$ cat config.mk
export PLATFORM = sky130hd
export DESIGN_NAME = bcd_wrap_counter
export DESIGN_NICKNAME = d
export VERILOG_FILES = /design/src/rtl/alarm_pkg.sv /design/src/rtl/bcd_digit.sv /design/src/rtl/bcd_wrap_counter.sv
export SDC_FILE = /design/constraint.sdc
export NUM_CORES = 1
export LEC_CHECK = 0
export BUFFER_PORTS_ARGS = -buffer_cell sky130_fd_sc_hd__buf_2
export CORE_AREA = 3 3 47 49
export CTS_BUF_LIST = sky130_fd_sc_hd__clkbuf_4
export DETAILED_ROUTE_END_ITERATION = 7
export DIE_AREA = 0 0 50 52
export PLACE_DENSITY = 0.8
export RECOVER_POWER = 50
export SETUP_SLACK_MARGIN = 0.05
export SLEW_MARGIN = 20
export SYNTH_ARGS = -nofsm -noshare
export SYNTH_HDL_FRONTEND = slang
export SYNTH_SLANG_ARGS = --single-unit
$ cat constraint.sdc
create_clock -name clk -period 4.6 [get_ports clk]
set_input_delay 1.38 -clock clk [delete_from_list [all_inputs] [get_ports clk]]
set_output_delay 1.38 -clock clk [all_outputs]
set_load 0.05 [all_outputs]
$ cat src/rtl/alarm_pkg.sv
// Shared types and field limits for the alarm clock timekeeping path.
// Two-digit BCD counts are carried as bcd2_t {tens, units}.
package alarm_pkg;

    typedef logic [3:0] bcd_digit_t;

    typedef struct packed {
        bcd_digit_t tens;
        bcd_digit_t units;
    } bcd2_t;

    localparam int SEC_MAX  = 59;
    localparam int MIN_MAX  = 59;
    localparam int HR24_MAX = 23;
    localparam int HR12_MIN = 1;
    localparam int HR12_MAX = 12;

    function automatic bcd2_t to_bcd2(int v);
        bcd2_t r;
        r.tens  = bcd_digit_t'(v / 10);
        r.units = bcd_digit_t'(v % 10);
        return r;
    endfunction

    function automatic logic is_bcd2(bcd2_t v);
        return (v.tens <= 4'd9) && (v.units <= 4'd9);
    endfunction

endpackage

$ cat src/rtl/bcd_digit.sv
// Single BCD digit register: load > inc > dec, wraps 9->0 and 0->9.
// Ports: clk, resetn (async low), inc, dec, load, d -> q, wrap9, wrap0.
module bcd_digit
    import alarm_pkg::*;
#(
    parameter bcd_digit_t RST_VAL = '0
) (
    input  logic       clk,
    input  logic       resetn,
    input  logic       inc,
    input  logic       dec,
    input  logic       load,
    input  bcd_digit_t d,
    output bcd_digit_t q,
    output logic       wrap9,
    output logic       wrap0
);

    assign wrap9 = (q == 4'd9);
    assign wrap0 = (q == 4'd0);

    always_ff @(posedge clk or negedge resetn) begin
        if (!resetn) begin
            q <= RST_VAL;
        end else if (load) begin
            q <= d;
        end else if (inc) begin
            q <= wrap9 ? 4'd0 : q + 4'd1;
        end else if (dec) begin
            q <= wrap0 ? 4'd9 : q - 4'd1;
        end
    end

endmodule

$ cat src/rtl/bcd_wrap_counter.sv
// Two-digit BCD modulo counter [MIN_VAL, MAX_VAL] with inc/dec/validated load.
// Ports: clk, resetn, inc, dec, set, set_val -> tens, units, at_max, at_min,
//        carry, borrow (combinational), set_err (registered pulse).
module bcd_wrap_counter
    import alarm_pkg::*;
#(
    parameter int MIN_VAL   = 0,
    parameter int MAX_VAL   = 59,
    parameter int RESET_VAL = MIN_VAL
) (
    input  logic       clk,
    input  logic       resetn,
    input  logic       inc,
    input  logic       dec,
    input  logic       set,
    input  logic [7:0] set_val,
    output logic [3:0] tens,
    output logic [3:0] units,
    output logic       at_max,
    output logic       at_min,
    output logic       carry,
    output logic       borrow,
    output logic       set_err
);

    localparam bcd2_t MIN_BCD = to_bcd2(MIN_VAL);
    localparam bcd2_t MAX_BCD = to_bcd2(MAX_VAL);
    localparam bcd2_t RST_BCD = to_bcd2(RESET_VAL);

    if (MIN_VAL < 0 || MIN_VAL > 98 ||
        MAX_VAL <= MIN_VAL || MAX_VAL > 99 ||
        RESET_VAL < MIN_VAL || RESET_VAL > MAX_VAL) begin : g_bad_params
        $error("bcd_wrap_counter: illegal MIN/MAX/RESET_VAL");
    end

    bcd2_t cnt;
    bcd2_t sv;
    logic  set_ok;
    logic  up;
    logic  dn;
    logic  u_wrap9;
    logic  u_wrap0;
    logic  t_wrap9;
    logic  t_wrap0;
    logic  ld;
    bcd2_t ld_val;
    logic  u_inc;
    logic  u_dec;
    logic  t_inc;
    logic  t_dec;

    assign cnt = '{tens: tens, units: units};
    assign sv  = bcd2_t'(set_val);

    // With both digits valid, BCD ordering equals decimal ordering,
    // so range checks compare the packed BCD values directly.
    assign set_ok = is_bcd2(sv) && (sv >= MIN_BCD) && (sv <= MAX_BCD);

    assign up = inc & ~dec & ~set;
    assign dn = dec & ~inc & ~set;

    assign at_max = (cnt == MAX_BCD);
    assign at_min = (cnt == MIN_BCD);

    assign carry  = resetn & up & at_max;
    assign borrow = resetn & dn & at_min;

    always_comb begin
        ld     = 1'b0;
        ld_val = sv;
        u_inc  = 1'b0;
        u_dec  = 1'b0;
        t_inc  = 1'b0;
        t_dec  = 1'b0;
        if (set) begin
            ld = set_ok;
        end else if (up) begin
            if (at_max) begin
                ld     = 1'b1;
                ld_val = MIN_BCD;
            end else begin
                u_inc = 1'b1;
                t_inc = u_wrap9;
            end
        end else if (dn) begin
            if (at_min) begin
                ld     = 1'b1;
                ld_val = MAX_BCD;
            end else begin
                u_dec = 1'b1;
                t_dec = u_wrap0;
            end
        end
    end

    bcd_digit #(
        .RST_VAL (RST_BCD.units)
    ) u_units (
        .clk    (clk),
        .resetn (resetn),
        .inc    (u_inc),
        .dec    (u_dec),
        .load   (ld),
        .d      (ld_val.units),
        .q      (units),
        .wrap9  (u_wrap9),
        .wrap0  (u_wrap0)
    );

    // Tens wrap flags are unused: the parent's MAX/MIN check always
    // intercepts before the tens digit could roll past 9 or 0.
    bcd_digit #(
        .RST_VAL (RST_BCD.tens)
    ) u_tens (
        .clk    (clk),
        .resetn (resetn),
        .inc    (t_inc),
        .dec    (t_dec),
        .load   (ld),
        .d      (ld_val.tens),
        .q      (tens),
        .wrap9  (t_wrap9),
        .wrap0  (t_wrap0)
    );

    always_ff @(posedge clk or negedge resetn) begin
        if (!resetn) begin
            set_err <= 1'b0;
        end else begin
            set_err <= set & ~set_ok;
        end
    end

endmodule

# --- Word level (Yosys, flattened, before mapping) ---
# Cells that the tools add are included.
totals:
  regBits: 9
  inputBits: 13
  output_inout_bits: 13
  wordCells: 69
op_classes:
  n_addsub: 4
  magnitude_cmp: 4
  eq_ne: 3
  muxes: 34
  bitwise_logic: 13
  n_reduce_logical: 8
ops:
  columns: ["cell", "n"]
  rows:
  - ["two-way mux 4 bit", 10]
  - ["two-way mux 8 bit", 5]
  - ["two-way mux 1 bit", 19]
  - ["bitwise AND 1 bit", 9]
  - ["adder 4 x 1 -> 4 bit, second input constant", 2]
  - ["== test 4 bit, second input constant", 2]
  - ["== test 8 x 7 -> 1 bit, second input constant", 1]
  - [">= comparator 8 x 1 -> 1 bit, second input constant", 1]
  - ["<= comparator 4 bit, second input constant", 2]
  - ["<= comparator 8 x 7 -> 1 bit, second input constant", 1]
  - ["zero test 4 bit", 2]
  - ["zero test 8 bit", 1]
  - ["subtractor 4 x 1 -> 4 bit, second input constant", 2]
  - ["nonzero test 3 bit", 2]
  - ["inverter 1 bit", 4]
  - ["logical AND 1 bit", 3]

# --- Logic depth before layout (Yosys ltp) ---
depth:
  word_depth: 9
  ltp_mapped: 7
  ltp_nobuf: 5

# --- Hierarchy ---
# A second synthesis with hierarchy kept.
hier_totals:
  cells_unflattened: 122
  hier_area_um2: 918.4
modules_own_cells:
  columns: ["mod", "n_inst", "cells_each", "area_each_um2", "seq_area_each_um2"]
  rows:
  - ["bcd_digit", 2, 43, 334.1, 100.1]
  - ["bcd_wrap_counter", 1, 36, 250.2, 25.0]

# --- Worst setup path before layout ---
# OpenSTA, ideal clock, no wires.
synth_path:
  path_kind: "input port to output port"
  startpoint: "input set"
  endpoint: "output borrow"
  arrival_time_ns: 2.540
  required_ns: 3.220
  path_slack_ns: 0.680
  stages: 4
  path_buffers: 1
  path_cell_list: "buf_2 -> nor3b_1 -> and3b_1 -> and2_1"
synth_via:
  elab_chain_len: 4
synth_rtl:
  columns: ["element", "line_no", "text"]
  rows:
  - ["start, declared", "bcd_wrap_counter.sv:15", "input logic set,"]
  - ["inverter 1 bit", "bcd_wrap_counter.sv:60", "assign dn = dec & ~inc & ~set;"]
  - ["bitwise AND 1 bit", "bcd_wrap_counter.sv:60", null]
  - ["bitwise AND 1 bit (2 in a row)", "bcd_wrap_counter.sv:66", "assign borrow = resetn & dn & at_min;"]
  - ["end, declared", "bcd_wrap_counter.sv:22", "output logic borrow,"]
# No other way between the ends.

# --- Worst setup path in the final report ---
# Ends and elaborated chain as after synthesis.

==> impl_metrics.yaml <==
status:
  outcome: "complete, no violations"
worst_setup_path:
  start_kind: "input port"
  worst-endpoint-arrival_ns: 2.70
  reg2reg_to: "u_tens.q[2]"
  required_ns: 3.22
  reg2reg_slack_ns: 2.56
  worstPathMaxFanout: 8
  critPathCaptureType: "output pin"
  r2r-start: "u_units.q[0]"
  rr_worst_depth: 4
  worstSetupPathType: "input port to output pin"
floorplan:
  die_y_microns: 52
  die_width_microns: 50
  boundaryPins: 26
  num_rows: 16
  initial_utilization_pct: 52.3
  coreArea_sq_um: 1900
  dieArea_sq_um: 2600
synthesis:
  synthAdderAreaFrac_pct: 0
  syn_area_sq_um: 995
  synth_top_family_by_area: "simple AND/OR/NAND/NOR gates"
  synth_top_area_share_pct: 22.6
  yosysUniqueCellTypes: 48
  yosysSeqAreaShare_pct: 22.6
  yosys_warnings: 0
  avgSynthCellArea_sq_um: 8.02
  synthesis.nets: 137
  async_flop_share_pct: 100
  ys.flop_type: "dfrtp_1"
  synth_edf_count: 0
  synth_compound_area_share_pct: 31.3
  synthesis.instances: 124
  synth-xor-area-share_pct: 2.64
  synth-seq-cells: 9
  yosys.area_share.simple_pct: 34.3
  synthMuxAreaShare_pct: 1.01
  synth_top_area_cell: "dfrtp_1"
  synth_area_leaders: "dfrtp_1, a21oi_1, nand2_1"
timing:
  setup_viol: 0
  skew_ns: 0.00202
  slew_viol_final: 0
  tns_ns: 0
  rsz0062_at_grt: "no"
  slew-limit-headroom_pct: 60.5
  fmax_mhz: 245
  finalCritPeriodShare_pct: 88.6
  tightest_slew_ns: 0.595
  hold_violations: 0
  finalCriticalPeriod_ns: 4.08
layout:
  fill_cells: 180
  syn_to_final_growth_pct: 12.7
  multiInputGateArea_sq_um: 689
  design_area_sq_um: 1120
  layout_common_cells: "buf_2, nand2_1, a21oi_1, nor2_1, dfrtp_1"
  regArea_sq_um: 225
  n_antenna_cell: 0
  drive_above_1_share_pct: 26.8
  final_common_cell: "buf_2"
  nets: 156
global_route:
  grt_pass1_vias: 917
  met1_usage_pct: 28.5
  grt_use_met2_pct: 31.7
  grt_antenna_before_repair: 0
  grt_max_degree: 16
  top_usage_layer: "met2"
  grt_pass1_wl_microns: 4210
  grt-ovfl-total: 0
  grt_usage_pct: 21.0
  grtUsageMet3_pct: 2.87
cts:
  cts_root_buf: "clkbuf_4"
  path_clk_slew_ns: 0.06
  numCtsBuffers: 3
  clock_sinks: 9
  clock_path_buffers: 2
  cts_hold_buffers: 0
  cts_resized: 0
  tritoncts: "built"
  clk_latency_ns: 0.25
  htree_levels: 1
  post_cts.repair.setup_buffers: 0
routing:
  drt.antenna.violating_nets: 0
  routed_via_density: 6.12
  drc: 0
  route.vias.total: 1035
  drtIter0Drc: 33
  wl_per_cell_microns: 15.0
  dr.pass1.iters: 4
  routed_wl_microns: 2530
placed_design:
  dp_hpwl_microns: 1920
  port_buffers: 25
  placed_cell_area_sq_um: 1100
  gp_congestion: 0.874
worst_hold_path:
  min_from: "u_tens.q[3]"
  hold_path.class: "flop to flop"
  holdPathStages: 2
  holdPathEnd: "u_tens.q[3]"
flow_run:
  max-cap-violations: 0
pwr:
  p_total_uw: 565
  leakage_nw: 0.432
  ir_drop_mv: 0.299
  p_per_area_nw_per_um2: 504
-- stage by stage --
step | util [%] | instances | hold WS [ns] | setup slack (ns)
after floorplan | - | 124 | 1.01 | 0.680
after global placement | 57.6 | 165 | 0.765 | 0.641
after detailed placement | 57.6 | 165 | 0.755 | 0.562
after CTS | 59.2 | 169 | 0.773 | 0.555
after global routing | 58.9 | 169 | 0.831 | 0.448
final | 58.9 | 169 | 0.777 | 0.523
-- layer usage --
layer	part of all wire, %	vias to the layer above	routed length [microns]
li1	-	501	-
met3	10	2	255
met1	45	469	1130
met4	0.36	0	9
met2	45	63	1140
met5	0	-	0
-- worst max-delay path, stage by stage --
cell	delay, ns
buf_2	0.14
nor3b_1	0.45
and3b_1	0.32
and2_1	0.14
buf_2	0.25
-- synthesized netlist by cell type (2+ instances only) --
library cell  number
xnor2_1            2
nor3_1             7
buf_6              2
nand3_1            2
and2_1             3
a211oi_1           4
nor2b_1            2
a21oi_1            9
nor3b_1            3
o211ai_1           2
o21ai_0            7
nor2_1             9
buf_2              4
and4bb_4           2
o31ai_1            2
a22oi_1            2
inv_1              4
clkbuf_1           6
nor4_2             2
dfrtp_1            9
o221ai_1           3
nand2_1           12
-- cell families (layout without fill, tap and decap cells) --
group / Yosys count / count (layout)
xor gates and xnor gates: 3 / 3
DFF: 9 / 9
muxes: 1 / 1
and+or+nand+nor: 53 / 53
buffers and inverters: 16 / 34
AOI/OAI and AO/OA: 42 / 42
-- sequential cells by signal, summed over array words and instances, names as in the netlist --
| register | count |
|---|---|
| set_err | 1 |
| u_tens.q | 4 |
| u_units.q | 4 |
-- layout make-up --
| cell class | count | share of cell area, % |
|---|---|---|
| Inverter | 4 | 1.34 |
| Clock buffer | 4 | 2.68 |
| Sequential cell | 9 | 20.1 |
| Tap cell | 27 | 3.01 |
| Timing Repair Buffer | 26 | 11.4 |
| Multi-Input combinational cell | 99 | 61.5 |
-- worst max-delay path by stage --
stage	startpoint	to	slack [ns]	depth (start not counted)
2_1_floorplan	set	borrow	0.68	4
3_3_place_gp	set	borrow	0.64	5
3_5_place_dp	set	borrow	0.56	5
4_1_cts	set	borrow	0.56	5
5_1_grt	set	borrow	0.45	5
6_report	set	borrow	0.52	5
-- where the power goes --
part	total (mW)	leakage, nW	internal (mW)	switching [mW]
clock network	0.0631	0.0184	0.0391	0.0241
registers	0.198	0.104	0.104	0.0944
logic	0.304	0.309	0.111	0.192
total	0.565	0.432	0.255	0.311
No activity file was read; power rests on OpenSTA's default activity.
